[config.mk]
export PLATFORM = sky130hd
export DESIGN_NAME = fetch_queue_flat
export DESIGN_NICKNAME = d
export VERILOG_FILES = /design/src/rtl/fetch_queue_if.sv /design/src/rtl/fetch_queue.sv /design/src/flat_wrapper.sv
export SDC_FILE = /design/constraint.sdc
export NUM_CORES = 1
export LEC_CHECK = 0
export CELL_PAD_IN_SITES_DETAIL_PLACEMENT = 0
export CELL_PAD_IN_SITES_GLOBAL_PLACEMENT = 1
export CORE_UTILIZATION = 53
export DETAILED_ROUTE_END_ITERATION = 10
export PLACE_DENSITY = 0.88
export SLEW_MARGIN = 30
export SYNTH_ARGS = -nofsm -noshare
export SYNTH_HDL_FRONTEND = slang
export SYNTH_SLANG_ARGS = --single-unit
[constraint.sdc]
create_clock -name clk -period 8.5 [get_ports clk]
set_clock_uncertainty 0.2 [all_clocks]
set_input_delay 1.7 -clock clk [delete_from_list [all_inputs] [get_ports clk]]
set_output_delay 1.7 -clock clk [all_outputs]
set_load 0.01 [all_outputs]
[src/rtl/fetch_queue_if.sv]
// rtl/fetch_queue_if.sv - fetch queue signal bundle: redirect, imem request/response, decode handshake
interface fetch_queue_if;
  logic        redirect_valid;
  logic [31:0] redirect_pc;
  logic        imem_req_valid;
  logic [31:0] imem_req_addr;
  logic        imem_req_ready;
  logic        imem_rsp_valid;
  logic [31:0] imem_rsp_data;
  logic        dec_valid;
  logic [31:0] dec_instr;
  logic [31:0] dec_pc;
  logic        dec_ready;

  modport master (
    input  redirect_valid, redirect_pc, imem_req_ready, imem_rsp_valid, imem_rsp_data, dec_ready,
    output imem_req_valid, imem_req_addr, dec_valid, dec_instr, dec_pc
  );

  modport slave (
    output redirect_valid, redirect_pc, imem_req_ready, imem_rsp_valid, imem_rsp_data, dec_ready,
    input  imem_req_valid, imem_req_addr, dec_valid, dec_instr, dec_pc
  );
endinterface

[src/rtl/fetch_queue.sv]
// rtl/fetch_queue.sv - instruction fetch queue with redirect squash
// Optional same-cycle response-to-decode bypass enabled by defining FETCH_QUEUE_BYPASS_EN.
module fetch_queue #(
  parameter int unsigned DEPTH    = 4,
  parameter logic [31:0] RESET_PC = 32'h0000_0000
) (
  input  logic          clk,
  input  logic          rst_n,
  fetch_queue_if.master bus
);
  localparam int unsigned PW = (DEPTH > 1) ? $clog2(DEPTH) : 1;
  localparam int unsigned CW = $clog2(DEPTH + 1);
  localparam logic [CW:0] DEPTH_C = (CW+1)'(DEPTH);

  logic [31:0]   fetch_pc;
  logic [CW-1:0] occupancy;
  logic [CW-1:0] outstanding;
  logic [CW-1:0] drop_cnt;
  logic [PW-1:0] q_head, q_tail, af_head, af_tail;
  logic [31:0]   q_instr [DEPTH];
  logic [31:0]   q_pc    [DEPTH];
  logic [31:0]   af_addr [DEPTH];

  logic [CW:0] reserved;
  logic        req_fire, rsp_ok, rsp_keep, q_valid, q_push, q_pop, byp_hit;

  // A request is only issued when a queue slot is guaranteed for its response.
  assign reserved           = {1'b0, occupancy} + {1'b0, outstanding};
  assign bus.imem_req_valid = rst_n & ~bus.redirect_valid & (reserved < DEPTH_C);
  assign bus.imem_req_addr  = fetch_pc;

  assign req_fire = bus.imem_req_valid & bus.imem_req_ready;
  assign rsp_ok   = bus.imem_rsp_valid & (outstanding != '0);
  assign rsp_keep = rsp_ok & (drop_cnt == '0);
  assign q_valid  = (occupancy != '0);

`ifdef FETCH_QUEUE_BYPASS_EN
  assign byp_hit = rsp_keep & ~q_valid;
`else
  assign byp_hit = 1'b0;
`endif

  assign bus.dec_valid = q_valid | byp_hit;
  assign q_pop         = q_valid & bus.dec_ready;
  assign q_push        = rsp_keep & ~bus.redirect_valid & ~(byp_hit & bus.dec_ready);

  always_comb begin
    bus.dec_instr = '0;
    bus.dec_pc    = '0;
    if (q_valid) begin
      bus.dec_instr = q_instr[q_head];
      bus.dec_pc    = q_pc[q_head];
    end else if (byp_hit) begin
      bus.dec_instr = bus.imem_rsp_data;
      bus.dec_pc    = af_addr[af_head];
    end
  end

  always_ff @(posedge clk) begin
    if (req_fire) af_addr[af_tail] <= fetch_pc;
    if (q_push) begin
      q_instr[q_tail] <= bus.imem_rsp_data;
      q_pc[q_tail]    <= af_addr[af_head];
    end
  end

  always_ff @(posedge clk or negedge rst_n) begin
    if (!rst_n) begin
      fetch_pc    <= RESET_PC;
      occupancy   <= '0;
      outstanding <= '0;
      drop_cnt    <= '0;
      q_head      <= '0;
      q_tail      <= '0;
      af_head     <= '0;
      af_tail     <= '0;
    end else begin
      if (req_fire) af_tail <= af_tail + PW'(1);
      if (rsp_ok)   af_head <= af_head + PW'(1);
      outstanding <= outstanding + CW'(req_fire) - CW'(rsp_ok);
      // Every request still in flight after a redirect belongs to the old path.
      if (bus.redirect_valid) begin
        fetch_pc  <= bus.redirect_pc;
        drop_cnt  <= outstanding - CW'(rsp_ok);
        occupancy <= '0;
        q_head    <= q_tail;
      end else begin
        if (req_fire) fetch_pc <= fetch_pc + 32'd1;
        if (rsp_ok && (drop_cnt != '0)) drop_cnt <= drop_cnt - CW'(1);
        if (q_push) q_tail <= q_tail + PW'(1);
        if (q_pop)  q_head <= q_head + PW'(1);
        occupancy <= occupancy + CW'(q_push) - CW'(q_pop);
      end
    end
  end

`ifndef SYNTHESIS
  rsp_without_request: assert property (@(posedge clk) disable iff (!rst_n)
    !(bus.imem_rsp_valid && (outstanding == '0)));
`endif
endmodule

[src/flat_wrapper.sv]
// flat-port wrapper written by rule: the top's interface ports become plain ports
module fetch_queue_flat 
#(
  parameter int unsigned DEPTH    = 4,
  parameter logic [31:0] RESET_PC = 32'h0000_0000
)
  (clk, rst_n, bus_redirect_valid, bus_redirect_pc, bus_imem_req_ready, bus_imem_rsp_valid, bus_imem_rsp_data, bus_dec_ready, bus_imem_req_valid, bus_imem_req_addr, bus_dec_valid, bus_dec_instr, bus_dec_pc);
  fetch_queue_if bus_i ();
  input  logic clk;
  input  logic rst_n;
  input wire logic [$bits(bus_i.redirect_valid)-1:0] bus_redirect_valid;
  input wire logic [$bits(bus_i.redirect_pc)-1:0] bus_redirect_pc;
  input wire logic [$bits(bus_i.imem_req_ready)-1:0] bus_imem_req_ready;
  input wire logic [$bits(bus_i.imem_rsp_valid)-1:0] bus_imem_rsp_valid;
  input wire logic [$bits(bus_i.imem_rsp_data)-1:0] bus_imem_rsp_data;
  input wire logic [$bits(bus_i.dec_ready)-1:0] bus_dec_ready;
  output wire logic [$bits(bus_i.imem_req_valid)-1:0] bus_imem_req_valid;
  output wire logic [$bits(bus_i.imem_req_addr)-1:0] bus_imem_req_addr;
  output wire logic [$bits(bus_i.dec_valid)-1:0] bus_dec_valid;
  output wire logic [$bits(bus_i.dec_instr)-1:0] bus_dec_instr;
  output wire logic [$bits(bus_i.dec_pc)-1:0] bus_dec_pc;
  assign bus_i.redirect_valid = bus_redirect_valid;
  assign bus_i.redirect_pc = bus_redirect_pc;
  assign bus_i.imem_req_ready = bus_imem_req_ready;
  assign bus_i.imem_rsp_valid = bus_imem_rsp_valid;
  assign bus_i.imem_rsp_data = bus_imem_rsp_data;
  assign bus_i.dec_ready = bus_dec_ready;
  assign bus_imem_req_valid = bus_i.imem_req_valid;
  assign bus_imem_req_addr = bus_i.imem_req_addr;
  assign bus_dec_valid = bus_i.dec_valid;
  assign bus_dec_instr = bus_i.dec_instr;
  assign bus_dec_pc = bus_i.dec_pc;
  fetch_queue #(.DEPTH(DEPTH), .RESET_PC(RESET_PC)) u_core (.clk(clk), .rst_n(rst_n), .bus(bus_i));
endmodule
# Yosys cells after proc, flatten, opt, wreduce, memory -nomap -nowiden
# Memories as Yosys holds them, arrays and structs flattened.
# Cells that the tools add are included.
[word_totals] register_bits=49 ram_bits=384 in_bits=70 output_inout_bits=98 mem_count=3
[memory_table] memory="u_core.af_addr" words=4 word_bits=32 read_ports=1 rd_ports_with_merged_regs=0 write_ports=1 line_no="fetch_queue.sv:22" source="logic [31:0] af_addr [DEPTH];"
[memory_table] memory="u_core.q_instr" words=4 word_bits=32 read_ports=1 rd_ports_with_merged_regs=0 write_ports=1 line_no="fetch_queue.sv:20" source="logic [31:0] q_instr [DEPTH];"
[memory_table] memory="u_core.q_pc" words=4 word_bits=32 read_ports=1 rd_ports_with_merged_regs=0 write_ports=1 line_no="fetch_queue.sv:21" source="logic [31:0] q_pc [DEPTH];"
[op_classes] n_addsub=12 order_cmp=1 mux=13 bitwise=8 reduce_logical=9
[op_table] op="$mux W32" n=4
[op_table] op="$add A32 B1 Y32 const B" n=1
[op_table] op="$mux W3" n=3
[op_table] op="$reduce_bool A3 Y1" n=3
[op_table] op="$sub A3 B1 Y3" n=3
[op_table] op="$add A2 B1 Y2 const B" n=4
[op_table] op="$and A1 B1 Y1" n=7
[op_table] op="$add A3 B1 Y3" n=2
[op_table] op="$reduce_bool A2 Y1" n=3
[op_table] op="$add A3 B3 Y4" n=1
[op_table] op="$lt A4 B3 Y1 const B" n=1
[op_table] op="$mux W1" n=4
[op_table] op="$mux W2" n=2
[op_table] op="$logic_not A3 Y1" n=1
[op_table] op="$sub A3 B1 Y3 const B" n=1
[op_table] op="$reduce_and A2 Y1" n=1
[op_table] op="$logic_and A1 B1 Y1" n=1
[op_table] op="$not A1 Y1" n=1

# Depth between registers and ports, before layout
[depth] depth_word=7 mapped_depth=11 mapped_depth_nobuf=9

# Worst setup path after synthesis
# OpenSTA, ideal clock, no wires.
[synth_timing] path_type="input port to flip-flop" from="in bus_redirect_valid" to="mem u_core.q_instr[0][0] (enable)" arrival_time_ns=3.951 t_required_ns=7.871 slack_ns=3.920 path_stages=5 cell_sequence="clkbuf_1 -> clkinv_1 -> and4_1 -> clkbuf_1 -> and2_1"
[synth_between] elab_chain_cells=4
[synth_lines] item="from (decl)" line_no="flat_wrapper.sv:11" source="input wire logic [$bits(bus_i.redirect_valid)-1:0] bus_redirect_valid;"
[synth_lines] item="$not A1 Y1 (no line)"
[synth_lines] item="$and A1 B1 Y1" line_no="fetch_queue.sv:45" source="assign q_push = rsp_keep & ~bus.redirect_valid & ~(byp_hit & bus.dec_ready);"
[synth_lines] item="$mux W1" line_no="fetch_queue.sv:61" source="if (q_push) begin"
[synth_lines] item="$mux W1 (not written as such)" line_no="fetch_queue.sv:62" source="q_instr[q_tail] <= bus.imem_rsp_data;"
[synth_lines] item="to (decl)" line_no="fetch_queue.sv:20"
# Every way passes these cells.

# Worst setup path in the final report
[layout_timing] from="in bus_redirect_valid" to="mem u_core.af_addr[2][16] (enable)"
[layout_between] elab_chain_cells=6
[layout_lines] item="$not A1 Y1 (no line)"
[layout_lines] item="$and A1 B1 Y1 (2 in series)" line_no="fetch_queue.sv:29" source="assign bus.imem_req_valid = rst_n & ~bus.redirect_valid & (reserved < DEPTH_C);"
[layout_lines] item="$and A1 B1 Y1" line_no="fetch_queue.sv:32" source="assign req_fire = bus.imem_req_valid & bus.imem_req_ready;"
[layout_lines] item="$mux W1" line_no="fetch_queue.sv:60" source="if (req_fire) af_addr[af_tail] <= fetch_pc;"
[layout_lines] item="$mux W1 (not written as such)" line_no="fetch_queue.sv:60"
[layout_lines] item="to (decl)" line_no="fetch_queue.sv:22"
# Every way passes these cells.

==> key figures <==
Logic synthesis
  – Ys flop type: edfxtp_1
  – Ys Warns: 0
  – Area contributors post-synth: edfxtp_1 (67%), mux4_2 (13%), dfrtp_1 (7.1%)
  – Synth Register Bits: 433
  – Syn nets: 996
  – Cells after synthesis: 905
  – Distinct cell type count after synthesis: 44
  – Area leader, netlist: edfxtp_1
  – Syn avg cell area: 19.0 um2
  – Seq/Total Area, Yosys: 0.742
  – FFs w/ async S/R, synth: 0.113
  – Post-synth EDFFs: between 300 and 400
  – Synthesized area: 17200 um2
  – Yosys top cell area share: 0.670

Clock network
  – Clock latency on the worst-skew pair: 0.53 ns
  – Clock Sinks: 433
  – PostCTS Resize Cnt: 0
  – Hold Buf Count CTS: 0
  – Clock-pin slew on the worst setup and hold paths: around 0.060 ns
  – CTS Buf Count: 43
  – Setup bufs post-CTS: 0
  – CTS tree: done
  – H-tree depth: 2
  – Clk buf depth: 3
  – Root Driver: clkbuf_16

Global routing
  – Met1 Use GR: 0.303
  – GR Util met2: 0.350
  – Met3 Track Usage GR: 0.0369
  – Initial antenna violation count: 0
  – GR Overflow Total: 0
  – Most Used Layer, Global Route: met2
  – First-pass GRT wire length: 53700 um
  – Vias in the first global route: slightly above 9000
  – Largest net degree at the start of global routing: 67
  – Total GRT Usage: 0.214

Power
  – Clock power share: 0.295
  – Seq pwr share: 0.427
  – Sw frac: 0.276
  – Logic pwr share: 0.278
  – P per Cell Area: a little over 300 nW/um2
  – Internal: 0.00467 W
  – Switching power: approximately 0.0018 W
  – Total power: 0.00645 W
  – VDD IR-drop max: 168 uV
  – P_leak: 6.93 nW

Floorplanning
  – Top Ports: ~170
  – Chip width: 182 um
  – Rows: 65
  – Die H: 182 um
  – Starting Density: 0.542
  – Die Area: 33200 um2
  – Core area: 31700 um2

Detailed routing
  – Via count: 8906
  – Vias/cell: just under 6
  – Drt first pass iters: 5
  – Final wirelength: 34600 um
  – Drc violations: 0
  – Drt wl/cell: approximately 23 um
  – DR iter-0 viols: between 600 and 700
  – Detail Route Antenna Nets: 0

Setup path
  – Crit-path max FO: 45
  – Critical Path Start Type: input port
  – CP Capture Type: flop
  – Crit path kind: in -> reg
  – Crit path DAT: 5.38 ns
  – Reg2Reg Setup Slack: between 4 and 5 ns
  – Req. time, crit path: 8.45 ns

STA
  – Hold Vio Cnt, Final: 0
  – Final worst-path cycle share: 0.638
  – Slew margin rel.: 0.347
  – Max-slew violations: 0
  – Achievable Freq: around 0.18 GHz
  – Min Tclk post-route: 5.42 ns
  – Setup TNS Final: 0 ns
  – Unrepaired setup endpoints after global routing: no
  – Final setup violation count: 0
  – Measured slew at the worst slew-check pin: 0.978 ns

Placement
  – GPL Wtd Cong: 0.789
  – Number of port buffers: about 170
  – Hpwl dp: 19700 um
  – Placed insts: 1439

Final layout
  – Synthesis-to-finish area growth: 20.9%
  – Most frequent cells in the layout: edfxtp_1 (384), clkdlybuf4s50_1 (166), mux4_2 (96)
  – Ant diodes: 0
  – Commonest non-fill, non-tap cell in the layout: edfxtp_1
  – Final net count: 1176
  – Non-filler cells, final: 1518
  – Fraction of layout cells with a size suffix above 1: 0.172

Hold path
  – Min-delay worst type: reg -> reg

Outcome
  – Outcome: completed

Flow run
  – Max-cap viol count: 0
[worst paths after layout]
kind	start	endpoint	cells after the start
setup / recovery	bus_redirect_valid	u_core.af_addr[2][16]	6
hold / removal	u_core.af_head[1]	u_core.af_head[1]	1
setup reg to reg	u_core.outstanding[2]	u_core.af_addr[2][16]	5
hold reg to reg	u_core.af_head[1]	u_core.af_head[1]	1
max in group asynchronous	rst_n	u_core.q_head[0]	2
min in group asynchronous	rst_n	u_core.bus.imem_req_addr[16]	2
[state kept, by name, indices dropped and copies added, names as in the netlist]
| register | cells |
|---|---|
| u_core.af_addr | 128 |
| u_core.q_instr | 128 |
| u_core.q_pc | 128 |
| u_core.bus.imem_req_addr | 32 |
| u_core.drop_cnt | 3 |
| u_core.occupancy | 3 |
| u_core.outstanding | 3 |
| u_core.af_head | 2 |
| u_core.af_tail | 2 |
| u_core.q_head | 2 |
| u_core.q_tail | 2 |
[Yosys cell counts, drive strengths merged (10+ instances only)]
| cell type | n |
|---|---|
| inv | 21 |
| and2 | 75 |
| ha | 19 |
| mux4 | 96 |
| o21ai | 20 |
| edfxtp | 384 |
| o211ai | 17 |
| clkbuf | 28 |
| buf | 15 |
| nand2 | 50 |
| nand4 | 11 |
| dfrtp | 49 |
| xnor2 | 10 |
| nor2 | 18 |
| nand3 | 23 |
[cell families after synthesis]
logic type,count (synthesis),synth area share
simple gates,206,0.0656
xor+xnor,14,0.00713
buf+inv,65,0.0150
flops,433,0.742
mux,99,0.127
compound gates,67,0.0270
fa+ha+maj,21,0.0161
[routing by layer]
metal	share of wire	up-vias
met2	0.49	343
met5	0	-
met4	0.019	0
met3	0.064	45
li1	-	3957
met1	0.43	4561
[worst max-delay path: stages]
cell and delay, ns:
clkdlybuf4s50_1 0.39, buf_4 0.28, nor3b_1 0.28, nand4_1 0.75, inv_1 1.06, and2_2 0.87
[power groups by stage]
| stage | logic (W) | registers (W) | clock network [W] |
|---|---|---|---|
| 3_3_place_gp | 0.00177 | 0.00279 | 0 |
| 5_1_grt | 0.00195 | 0.00278 | 0.00201 |
| 2_1_floorplan | 0.00115 | 0.00270 | 0 |
| 3_5_place_dp | 0.00181 | 0.00280 | 0 |
| 6_report | 0.00179 | 0.00276 | 0.00190 |
| 4_1_cts | 0.00183 | 0.00276 | 0.00193 |
[cell type report]
cell class / count / area [um2]
clock buffers: 51 / 1150
fillers: 2113 / 10900
flip-flops and latches: 433 / 12800
inverters: 22 / 82.6
well taps: 402 / 503
clock inverters: 25 / 275
repair buffers: 178 / 1820
multi-input cells: 407 / 4200
[metrics by stage]
stage,hold slack (ns),util,setup WS [ns],instance area (um2)
after floorplan,0.303,-,3.92,17200
final,0.284,0.656,3.08,20800
after global routing,0.306,0.656,2.85,20800
after detailed placement,0.272,0.608,2.56,19300
after global placement,0.264,0.608,2.60,19300
after CTS,0.283,0.653,3.08,20700
No activity file was read; power rests on OpenSTA's default activity.
